[src/rtl/intr_prio_ctrl_pkg.sv]
// Shared types and constants for the interrupt priority controller.
// Compile-time option: INTR_NEST_EN (nested maskable interrupts) is consumed
// by intr_prio_ctrl; nothing in this package depends on it.
package intr_pkg;

    localparam int NUM_SRC_DEF = 16;

    // Handshake FSM encoding; the top mirrors these as plain localparams.
    typedef enum logic [1:0] {
        IDLE = 2'd0,
        REQ  = 2'd1,
        ACK  = 2'd2
    } state_e;

    // The vector one past the last maskable source is reserved for NMI.
    function automatic int unsigned vec_nmi(input int unsigned num_src);
        return num_src;
    endfunction

endpackage

[src/rtl/intr_prio_ctrl_if.sv]
// Status-stage / CPU facing signal bundle of the interrupt priority controller.
// slave  : the controller view.
// master : the environment view (status registers plus CPU).
interface intr_prio_ctrl_if #(
    parameter int NUM_SRC = 16,
    parameter int ID_W    = 5
) ();

    logic [NUM_SRC-1:0] pend_i;
    logic               nmi_i;
    logic               int_ack_i;
    logic               eoi_i;
    logic [ID_W-1:0]    eoi_id_i;
    logic               irq_o;
    logic               nmi_o;
    logic [ID_W-1:0]    vec_o;
    logic               vec_valid_o;
    logic [NUM_SRC-1:0] clr_o;
    logic               nmi_clr_o;
    logic [NUM_SRC:0]   isr_o;

    modport slave (
        input  pend_i, nmi_i, int_ack_i, eoi_i, eoi_id_i,
        output irq_o, nmi_o, vec_o, vec_valid_o, clr_o, nmi_clr_o, isr_o
    );

    modport master (
        output pend_i, nmi_i, int_ack_i, eoi_i, eoi_id_i,
        input  irq_o, nmi_o, vec_o, vec_valid_o, clr_o, nmi_clr_o, isr_o
    );

endinterface

[src/rtl/intr_prio_ctrl_enc.sv]
// Find-first-set encoder: returns the lowest set index of vec (index 0 is the
// highest priority) and whether any bit is set at all.
module intr_prio_enc #(
    parameter int NUM_SRC = 16,
    parameter int ID_W    = 5
) (
    input  logic [NUM_SRC-1:0] vec,
    output logic [ID_W-1:0]    idx,
    output logic               found
);

    // Scan from the top so the lowest set index is the last one written.
    always_comb begin
        idx   = '0;
        found = 1'b0;
        for (int i = NUM_SRC - 1; i >= 0; i--) begin
            if (vec[i]) begin
                idx   = ID_W'(i);
                found = 1'b1;
            end else begin
                idx   = idx;
                found = found;
            end
        end
    end

endmodule

[src/rtl/intr_prio_ctrl.sv]
// Interrupt priority controller: picks the highest-priority eligible source
// from the latched status bits, requests the CPU, completes the ack/vector
// handshake, pulses a status clear and tracks in-service sources until EOI.
// Compile-time option: define INTR_NEST_EN for nested maskable interrupts;
// otherwise any maskable in-service bit blocks all maskable requests.
module intr_prio_ctrl
    import intr_pkg::*;
#(
    parameter int NUM_SRC = NUM_SRC_DEF,
    parameter int ID_W    = 5
) (
    input  logic                pclk,
    input  logic                preset_n,
    intr_prio_ctrl_if.slave     bus
);

    localparam int              ISR_W   = NUM_SRC + 1;
    localparam logic [ID_W-1:0] VEC_NMI = ID_W'(vec_nmi(NUM_SRC));

    localparam logic [1:0] ST_IDLE = 2'(IDLE);
    localparam logic [1:0] ST_REQ  = 2'(REQ);
    localparam logic [1:0] ST_ACK  = 2'(ACK);

    logic [1:0]         state_r,     state_nxt_s;
    logic [ID_W-1:0]    cand_r,      cand_nxt_s;
    logic               irq_r,       irq_nxt_s;
    logic               nmi_r,       nmi_nxt_s;
    logic               vec_valid_r, vec_valid_nxt_s;
    logic [NUM_SRC-1:0] clr_r,       clr_nxt_s;
    logic               nmi_clr_r,   nmi_clr_nxt_s;
    logic [ISR_W-1:0]   isr_r,       isr_nxt_s;

    logic [NUM_SRC-1:0] allow_s;
    logic               blocked_s;
    logic [NUM_SRC-1:0] elig_s;
    logic               nmi_elig_s;
    logic [ID_W-1:0]    enc_idx_s;
    logic               enc_found_s;
    logic               win_valid_s;
    logic [ID_W-1:0]    win_vec_s;
    logic [ISR_W-1:0]   isr_set_s;
    logic [ISR_W-1:0]   eoi_clr_s;

`ifdef INTR_NEST_EN
    // Nesting: source k may interrupt only if no in-service bit sits at or below k.
    always_comb begin
        blocked_s = 1'b0;
        allow_s   = '0;
        for (int k = 0; k < NUM_SRC; k++) begin
            blocked_s  = blocked_s | isr_r[k];
            allow_s[k] = ~blocked_s;
        end
    end
`else
    // Single level: any maskable in-service bit blocks every maskable source.
    always_comb begin
        blocked_s = |isr_r[NUM_SRC-1:0];
        allow_s   = {NUM_SRC{~blocked_s}};
    end
`endif

    assign elig_s     = bus.pend_i & ~isr_r[NUM_SRC-1:0] & allow_s;
    assign nmi_elig_s = bus.nmi_i & ~isr_r[NUM_SRC];

    intr_prio_enc #(
        .NUM_SRC (NUM_SRC),
        .ID_W    (ID_W)
    ) u_enc (
        .vec   (elig_s),
        .idx   (enc_idx_s),
        .found (enc_found_s)
    );

    assign win_valid_s = nmi_elig_s | enc_found_s;
    assign win_vec_s   = nmi_elig_s ? VEC_NMI : enc_idx_s;

    // Handshake sequencing; all outputs are computed here and registered below.
    always_comb begin
        state_nxt_s     = state_r;
        cand_nxt_s      = cand_r;
        irq_nxt_s       = 1'b0;
        nmi_nxt_s       = 1'b0;
        vec_valid_nxt_s = 1'b0;
        clr_nxt_s       = '0;
        nmi_clr_nxt_s   = 1'b0;
        isr_set_s       = '0;
        case (state_r)
            ST_IDLE: begin
                if (win_valid_s) begin
                    state_nxt_s = ST_REQ;
                    cand_nxt_s  = win_vec_s;
                    irq_nxt_s   = ~nmi_elig_s;
                    nmi_nxt_s   = nmi_elig_s;
                end else begin
                    state_nxt_s = ST_IDLE;
                end
            end
            ST_REQ: begin
                if (bus.int_ack_i) begin
                    // Acked candidate goes in service; request drops at this edge.
                    state_nxt_s     = ST_ACK;
                    vec_valid_nxt_s = 1'b1;
                    if (cand_r == VEC_NMI) begin
                        nmi_clr_nxt_s    = 1'b1;
                        isr_set_s        = ISR_W'(1) << NUM_SRC;
                    end else begin
                        clr_nxt_s        = NUM_SRC'(1) << cand_r;
                        isr_set_s        = ISR_W'(1) << cand_r;
                    end
                end else if (win_valid_s) begin
                    // Re-evaluate every cycle so a better source preempts.
                    state_nxt_s = ST_REQ;
                    cand_nxt_s  = win_vec_s;
                    irq_nxt_s   = ~nmi_elig_s;
                    nmi_nxt_s   = nmi_elig_s;
                end else begin
                    state_nxt_s = ST_IDLE;
                end
            end
            ST_ACK: begin
                state_nxt_s = ST_IDLE;
            end
            default: begin
                state_nxt_s = ST_IDLE;
            end
        endcase
    end

    // EOI retires one in-service bit; a same-cycle ack set takes precedence.
    always_comb begin
        if (bus.eoi_i && (bus.eoi_id_i <= ID_W'(NUM_SRC))) begin
            eoi_clr_s = ISR_W'(1) << bus.eoi_id_i;
        end else begin
            eoi_clr_s = '0;
        end
        isr_nxt_s = (isr_r & ~eoi_clr_s) | isr_set_s;
    end

    // State, candidate, in-service and output registers with synchronous reset.
    always_ff @(posedge pclk) begin
        if (!preset_n) begin
            state_r     <= ST_IDLE;
            cand_r      <= '0;
            irq_r       <= 1'b0;
            nmi_r       <= 1'b0;
            vec_valid_r <= 1'b0;
            clr_r       <= '0;
            nmi_clr_r   <= 1'b0;
            isr_r       <= '0;
        end else begin
            state_r     <= state_nxt_s;
            cand_r      <= cand_nxt_s;
            irq_r       <= irq_nxt_s;
            nmi_r       <= nmi_nxt_s;
            vec_valid_r <= vec_valid_nxt_s;
            clr_r       <= clr_nxt_s;
            nmi_clr_r   <= nmi_clr_nxt_s;
            isr_r       <= isr_nxt_s;
        end
    end

    assign bus.irq_o       = irq_r;
    assign bus.nmi_o       = nmi_r;
    assign bus.vec_o       = cand_r;
    assign bus.vec_valid_o = vec_valid_r;
    assign bus.clr_o       = clr_r;
    assign bus.nmi_clr_o   = nmi_clr_r;
    assign bus.isr_o       = isr_r;

endmodule

[src/flat_wrapper.sv]
// flat-port wrapper written by rule: the top's interface ports become plain ports
module intr_prio_ctrl_flat import intr_pkg::*;
#(
    parameter int NUM_SRC = NUM_SRC_DEF,
    parameter int ID_W    = 5
)
  (pclk, preset_n, bus_pend_i, bus_nmi_i, bus_int_ack_i, bus_eoi_i, bus_eoi_id_i, bus_irq_o, bus_nmi_o, bus_vec_o, bus_vec_valid_o, bus_clr_o, bus_nmi_clr_o, bus_isr_o);
  intr_prio_ctrl_if #(.NUM_SRC(NUM_SRC), .ID_W(ID_W)) bus_i ();
  input  logic pclk;
  input  logic preset_n;
  input wire logic [$bits(bus_i.pend_i)-1:0] bus_pend_i;
  input wire logic [$bits(bus_i.nmi_i)-1:0] bus_nmi_i;
  input wire logic [$bits(bus_i.int_ack_i)-1:0] bus_int_ack_i;
  input wire logic [$bits(bus_i.eoi_i)-1:0] bus_eoi_i;
  input wire logic [$bits(bus_i.eoi_id_i)-1:0] bus_eoi_id_i;
  output wire logic [$bits(bus_i.irq_o)-1:0] bus_irq_o;
  output wire logic [$bits(bus_i.nmi_o)-1:0] bus_nmi_o;
  output wire logic [$bits(bus_i.vec_o)-1:0] bus_vec_o;
  output wire logic [$bits(bus_i.vec_valid_o)-1:0] bus_vec_valid_o;
  output wire logic [$bits(bus_i.clr_o)-1:0] bus_clr_o;
  output wire logic [$bits(bus_i.nmi_clr_o)-1:0] bus_nmi_clr_o;
  output wire logic [$bits(bus_i.isr_o)-1:0] bus_isr_o;
  assign bus_i.pend_i = bus_pend_i;
  assign bus_i.nmi_i = bus_nmi_i;
  assign bus_i.int_ack_i = bus_int_ack_i;
  assign bus_i.eoi_i = bus_eoi_i;
  assign bus_i.eoi_id_i = bus_eoi_id_i;
  assign bus_irq_o = bus_i.irq_o;
  assign bus_nmi_o = bus_i.nmi_o;
  assign bus_vec_o = bus_i.vec_o;
  assign bus_vec_valid_o = bus_i.vec_valid_o;
  assign bus_clr_o = bus_i.clr_o;
  assign bus_nmi_clr_o = bus_i.nmi_clr_o;
  assign bus_isr_o = bus_i.isr_o;
  intr_prio_ctrl #(.NUM_SRC(NUM_SRC), .ID_W(ID_W)) u_core (.pclk(pclk), .preset_n(preset_n), .bus(bus_i));
endmodule
[config.mk]
export PLATFORM = sky130hd
export DESIGN_NAME = intr_prio_ctrl_flat
export DESIGN_NICKNAME = d
export VERILOG_FILES = /design/src/rtl/intr_prio_ctrl_pkg.sv /design/src/rtl/intr_prio_ctrl_if.sv /design/src/rtl/intr_prio_ctrl_enc.sv /design/src/rtl/intr_prio_ctrl.sv /design/src/flat_wrapper.sv
export SDC_FILE = /design/constraint.sdc
export NUM_CORES = 1
export LEC_CHECK = 0
export CAP_MARGIN = 20
export CORE_MARGIN = 1.5
export CORE_UTILIZATION = 44
export CTS_CLUSTER_DIAMETER = 30
export DETAILED_ROUTE_END_ITERATION = 10
export GPL_ROUTABILITY_DRIVEN = 0
export PLACE_DENSITY = 0.86
export SLEW_MARGIN = 20
export SYNTH_ARGS = -nofsm -noshare
export SYNTH_HDL_FRONTEND = slang
export SYNTH_SLANG_ARGS = --single-unit
[constraint.sdc]
create_clock -name pclk -period 1.9 [get_ports pclk]
set_clock_uncertainty 0.05 [all_clocks]
set_input_delay 0.38 -clock pclk [delete_from_list [all_inputs] [get_ports pclk]]
set_output_delay 0.38 -clock pclk [all_outputs]
set_load 0.01 [all_outputs]
Yosys cells after proc, flatten, opt, wreduce, memory -nomap -nowiden --
Cells that the tools add are included.
Word-level totals: flip-flop bits (word level) 44, bits of input ports 26, output and inout port bits 42, logic and storage cells 88
Cells by class: $lt $le $gt $ge 1, equality and inequality tests 3, shift-type cells 3, multiplexer cells 51, bitwise logic cells 14, reduce and logical (&&, ||, !) cells 8
Operator list (number):
- two-way mux 5 bit | 18
- two-way mux 17 bit | 4
- << shifter 1 x 5 -> 17 bit (first input constant) | 2
- bitwise AND 16 bit | 2
- two-way mux 1 bit | 23
- bitwise AND 17 bit | 1
- NOT 17 bit | 1
- OR 17 bit | 1
- NOT 16 bit | 1
- OR reduction 16 bit | 1
- << shifter 1 x 5 -> 16 bit (first input constant) | 1
- case mux 5 bit (2 select lines) | 1
- NOT 1 bit | 6
- == test 5 bit (second input constant) | 1
- <= comparator 5 bit (second input constant) | 1
- two-way mux 4 bit | 1
- case mux 1 bit (2 select lines) | 2
- case mux 2 bit (2 select lines) | 1
- AND reduction 2 bit | 2
- OR reduction 4 bit | 1
- AND reduction 3 bit | 1
- == test 2 x 1 -> 1 bit (second input constant) | 1
- zero test 2 bit | 1
- two-way mux 2 bit | 1
- other kinds (5) | 5

Depth between registers and ports, before layout --
depth after elaboration 23, gate-level depth with buffers 5, gate-level depth less buffers 5

Modules after synthesis --
Synthesis repeated with hierarchy kept, for this count alone.
Unflattened totals: cell total of the unflattened synthesis 219, area, all modules 1899.3 µm²
By module, submodules not included:
- intr_prio_ctrl | times used 1, cells each 184, area each 1709.1 µm², seq. area each 880.8 µm²
- intr_prio_enc | times used 1, cells each 35, area each 190.2 µm², seq. area each 0.0 µm²

Least setup slack after synthesis --
Ideal clock, no wire load.
kind input-to-reg, start point input bus_pend_i[13], end point register u_core.cand_r[1], in the netlist u_core.bus.vec_o[1], setup time 117 ps, arrival 1456 ps, required time 1733 ps, slack 277 ps, stages on the path 5, buffers on the path 0, cell sequence nor2b_1 -> nor4_4 -> nand4_2 -> and4bb_4 -> a32o_1
Between the ends: cells in the longest elaborated chain, start to end 20, elaborated cells on any way between the ends 35, classes of those cells 32 x mux; 3 x bitwise
RTL lines:
- start, declared | RTL line flat_wrapper.sv:11 | input wire logic [$bits(bus_i.pend_i)-1:0] bus_pend_i;
- bitwise AND 16 bit (*) (2 in series) | RTL line intr_prio_ctrl.sv:62 | assign elig_s = bus.pend_i & ~isr_r[NUM_SRC-1:0] & allow_s;
- two-way mux 5 bit or two-way mux 1 bit (tied branches) (14 in series) | RTL line intr_prio_ctrl_enc.sv:17 | if (vec[i]) begin
- two-way mux 5 bit or OR 1 bit (tied branches) | RTL line intr_prio_ctrl.sv:75, intr_prio_ctrl.sv:74
- two-way mux 5 bit (*) | RTL line intr_prio_ctrl.sv:89, intr_prio_ctrl.sv:110
- two-way mux 5 bit | RTL line intr_prio_ctrl.sv:99 | if (bus.int_ack_i) begin
- case mux 5 bit (2 select lines) (*) | RTL line intr_prio_ctrl.sv:87 | case (state_r)
- end signal, assigned | RTL line intr_prio_ctrl.sv:152 | cand_r <= cand_nxt_s;
- end, declared | RTL line intr_prio_ctrl.sv:25 | logic [ID_W-1:0] cand_r, cand_nxt_s;
Every way passes the cells marked *; elsewhere a longest branch is shown, timed or not. The select of a mux whose other input is x is not followed. A chain may end at the register's enable or synchronous reset.

Final worst setup path --
start point input bus_pend_i[0], end point register u_core.cand_r[0], in the netlist u_core.bus.vec_o[0]
Between the ends: cells in the longest elaborated chain, start to end 7, elaborated cells on any way between the ends 9, classes of those cells 6 x mux; 3 x bitwise
RTL lines (RTL line):
- bitwise AND 16 bit (*) (2 in series) | intr_prio_ctrl.sv:62
- two-way mux 5 bit or two-way mux 1 bit (tied branches) | intr_prio_ctrl_enc.sv:17
- two-way mux 5 bit or OR 1 bit (tied branches) | intr_prio_ctrl.sv:75, intr_prio_ctrl.sv:74
- two-way mux 5 bit (*) | intr_prio_ctrl.sv:89, intr_prio_ctrl.sv:110
- two-way mux 5 bit | intr_prio_ctrl.sv:99
- case mux 5 bit (2 select lines) (*) | intr_prio_ctrl.sv:87
Marks and branches as above.

==> metrics.cfg <==
[route]
dr.max_layer_used = met4
wirelength_mm = 5.63
wire_per_inst_um = 16.6
drtIter0Drc = 215
drc = 0
routed_via_density = 5.60
met1_length_mm = 2.40
dr_wl_met2_mm = 2.64
antenna_left = 0
wl_met3_um = 491
dr.pass1.iters = 5
vias = 1897

[worst_setup_path]
cp_num_cells = 7
worstPathCellList = clkdlybuf4s50_1 > nor2b_1 > nor4_4 > nand4_2 > buf_4 > o211ai_2 > a32o_1
critical_path.endpoint = u_core.bus.vec_o[0]$_SDFFE_PN0P_
crit_slowest_cell = clkdlybuf4s50_1
critPathRequiredTime_ps = 2100
critPathKind = in -> reg
critPathCaptureType = flip-flop
crit_start = bus_pend_i[0]
crit_path_max_incr_delay_ps = 440
cp.buffers_inverters = 2
critPathTopFamily = simple AND/OR/NAND/NOR gates
r2r-start = u_core.bus.isr_o[13]$_SDFF_PN0_
crit_path_start_kind = input port
r2r_cells = 6
r2r_slack_ps = 160
cp_max_fo = 4
r2r_end = u_core.bus.vec_o[0]$_SDFFE_PN0P_
crit_arrival_ps = 2060

[yosys]
synthSimpleGateAreaFrac_pct = 35.4
ys_ff_latch = 44
synth_fa_ha_area_share_pct = 0
syn_area_sq_um = 1870
seq_area_frac_synth_pct = 47.1
ys_warn_count = 0
synth_xor_area_share_pct = 0
synth_top_family_by_area = simple AND/OR/NAND/NOR gates
muxShareOfSynthArea_pct = 0
avgSynthCellArea_sq_um = 9.69
synth.distinct_cells = 37
synth_compound_area_share_pct = 16.4
syn-num-nets = 219
postSynthCellCount = 193

[die]
rows = 23
coreArea_sq_um = 4030
io-pin-count = 68
die_w_um = 68.2
start_util_pct = 46.4
dieArea_sq_um = 4650
die_h_um = 68.2

[layout]
multi_input_area_sq_um = 980
finish.utilization_pct = 71.4
area_growth_pct = 53.9
nets = 314
fin_cells = 339
regArea_sq_um = 882
drive_gt1_share_pct = 16.3
nFillCells = 303
antenna_cells = 0

[timing]
finalMaxSlewViolations = 0
finalHoldViolCount = 0
post-route-period-util_pct = 98.2
setup_viol = 0
relSlewSlack_pct = 69.3
worst_pin_slew_ps = 460
fin_setup_tns_ps = 0
fmax_mhz = 536
period_minus_slack_ps = 1870
setup_slack_ps = 34.5

[clocking]
path_clk_slew_ps = 80
postCtsSetupRepairBufs = 0
h-tree-depth = 2
cts_tree = yes
cts_buffer_depth = 2
clock_latency_ps = 300
clock-sinks = 44
cts_root_buf = clkbuf_8
numCtsBuffers = 5

[global_route]
antenna_found_initial = 0
grt_pass1_wl_mm = 8.67
grt_util_all_layers_pct = 25.7
grt_max_degree = 23
grt_pass1_vias = 1751
overflow = 0

[place]
hpwl_mm = 4.16
dp_cells = 331
post-place-ws_ps = -226
portBuffers = 67

[power]
ir_worst_vdd_v = 0.000608
p_leak_nw = 1.10
power.density_nw_per_um2 = 650
total_power_mw = 1.87

[run_status]
run_status = completed

[flow_run]
drv_cap = 0

[min_path]
hold_path.class = reg -> reg

flip-flops by register name, summed over array words and instances (netlist names):
name / cells
u_core.bus.clr_o: 16
u_core.bus.irq_o: 1
u_core.bus.isr_o: 17
u_core.bus.nmi_clr_o: 1
u_core.bus.nmi_o: 1
u_core.bus.vec_o: 5
u_core.bus.vec_valid_o: 1
u_core.state_r: 2
metal layers:
layer | vias to the layer above | track usage, %
met5 | - | 0
met4 | 0 | 7.75
met3 | 12 | 6.74
met2 | 94 | 40.5
met1 | 893 | 34.6
li1 | 898 | -
worst min-delay path by stage:
stage / startpoint / endpoint / slack, ps / depth (start not counted)
detailed placement: u_core.bus.isr_o[12]$_SDFF_PN0_ / u_core.bus.isr_o[12]$_SDFF_PN0_ / 470 / 2
global route: u_core.bus.isr_o[9]$_SDFF_PN0_ / u_core.bus.isr_o[9]$_SDFF_PN0_ / 530 / 2
global placement: u_core.bus.isr_o[16]$_SDFF_PN0_ / u_core.bus.isr_o[16]$_SDFF_PN0_ / 450 / 1
floorplan: u_core.state_r[0]$_SDFF_PN0_ / u_core.state_r[1]$_SDFF_PN0_ / 470 / 2
finish: u_core.bus.isr_o[12]$_SDFF_PN0_ / u_core.bus.isr_o[12]$_SDFF_PN0_ / 490 / 2
CTS: u_core.bus.isr_o[12]$_SDFF_PN0_ / u_core.bus.isr_o[12]$_SDFF_PN0_ / 490 / 2
cell usage after synthesis:
library cell,number,area [sq um]
buf_2,1,5.00
a21o_1,1,7.51
nor4_1,6,37.5
o21ai_0,8,40.0
nand4_1,1,6.26
a32o_1,3,30.0
nor2b_2,1,8.76
nand2_1,12,45.0
nand4b_2,1,15.0
clkbuf_1,2,7.51
and4bb_4,1,16.3
nand3_1,3,15.0
nand2b_1,17,106
o21ai_1,1,5.00
nor3b_1,3,22.5
o31a_1,1,8.76
nor4_4,4,85.1
or2b_1,3,22.5
o311ai_0,2,17.5
o211ai_1,12,90.1
a211o_1,1,8.76
and2_1,2,12.5
a31o_2,3,26.3
nor3_1,10,50.1
dfxtp_1,44,881
nor2_1,14,52.6
nand4_2,1,12.5
a21oi_1,1,5.00
inv_1,2,7.51
a21boi_0,1,7.51
a211oi_1,4,30.0
o31ai_1,1,7.51
a211o_2,1,10.0
nand3b_1,3,22.5
and3_1,1,6.26
nor2b_1,20,125
o211ai_2,1,12.5
cells in the final DEF, fill, tap and decap left out, types with 2 or more instances in the layout:
master,count
clkdlybuf4s50_1,67
dfxtp_1,43
buf_4,24
nor2b_1,20
nand2b_1,17
nor2_1,14
nand2_1,12
o211ai_1,12
nor3_1,10
o21ai_0,8
clkbuf_8,6
nor4_1,5
nor4_4,4
nor3b_1,3
nand3b_1,3
a31o_2,3
nand3_1,3
or2b_1,3
a211oi_1,3
a32o_1,3
inv_1,2
and2_1,2
o311ai_0,2
worst register-to-register path, cell delays in order, from the launching register on:
cell and delay [ps]:
dfxtp_1 420, nor2b_1 150, nor4_4 350, nand4_2 150, buf_4 160, o211ai_2 240, a32o_1 160
layout make-up:
type,instances,area share (%)
repair buffers,91,29.6
clock buffers,7,3.00
well taps,50,2.17
inverters,2,0.261
multi-input cells,144,34.1
clock inverters,1,0.261
flip-flops and latches,44,30.7
repair_timing:
item                                    CTS  global route
endpoints found under the setup margin    0             3
hold buffers                              0             0
hold endpoints to repair                  0             0
gates resized for setup                   0             3
power by group:
| group | internal (mW) | leakage (nW) | total (mW) | switching, mW |
|---|---|---|---|---|
| clock network | 0.295 | 0.0445 | 0.614 | 0.318 |
| registers | 0.942 | 0.357 | 0.964 | 0.0221 |
| logic | 0.157 | 0.700 | 0.293 | 0.136 |
through the flow:
step	hold slack, ps	area, sq um
6_report	494	2880
5_1_grt	529	2880
4_1_cts	492	2860
3_5_place_dp	474	2770
3_3_place_gp	451	2770
2_1_floorplan	466	1870
cell families (layout without fill, tap and decap cells):
family	after synthesis	count (layout)
buffers and inverters	5	101
flip-flops	44	44
AND/OR/NAND/NOR	103	103
AO/OA/AOI/OAI	41	41
Power figures use the tool's default switching activity.
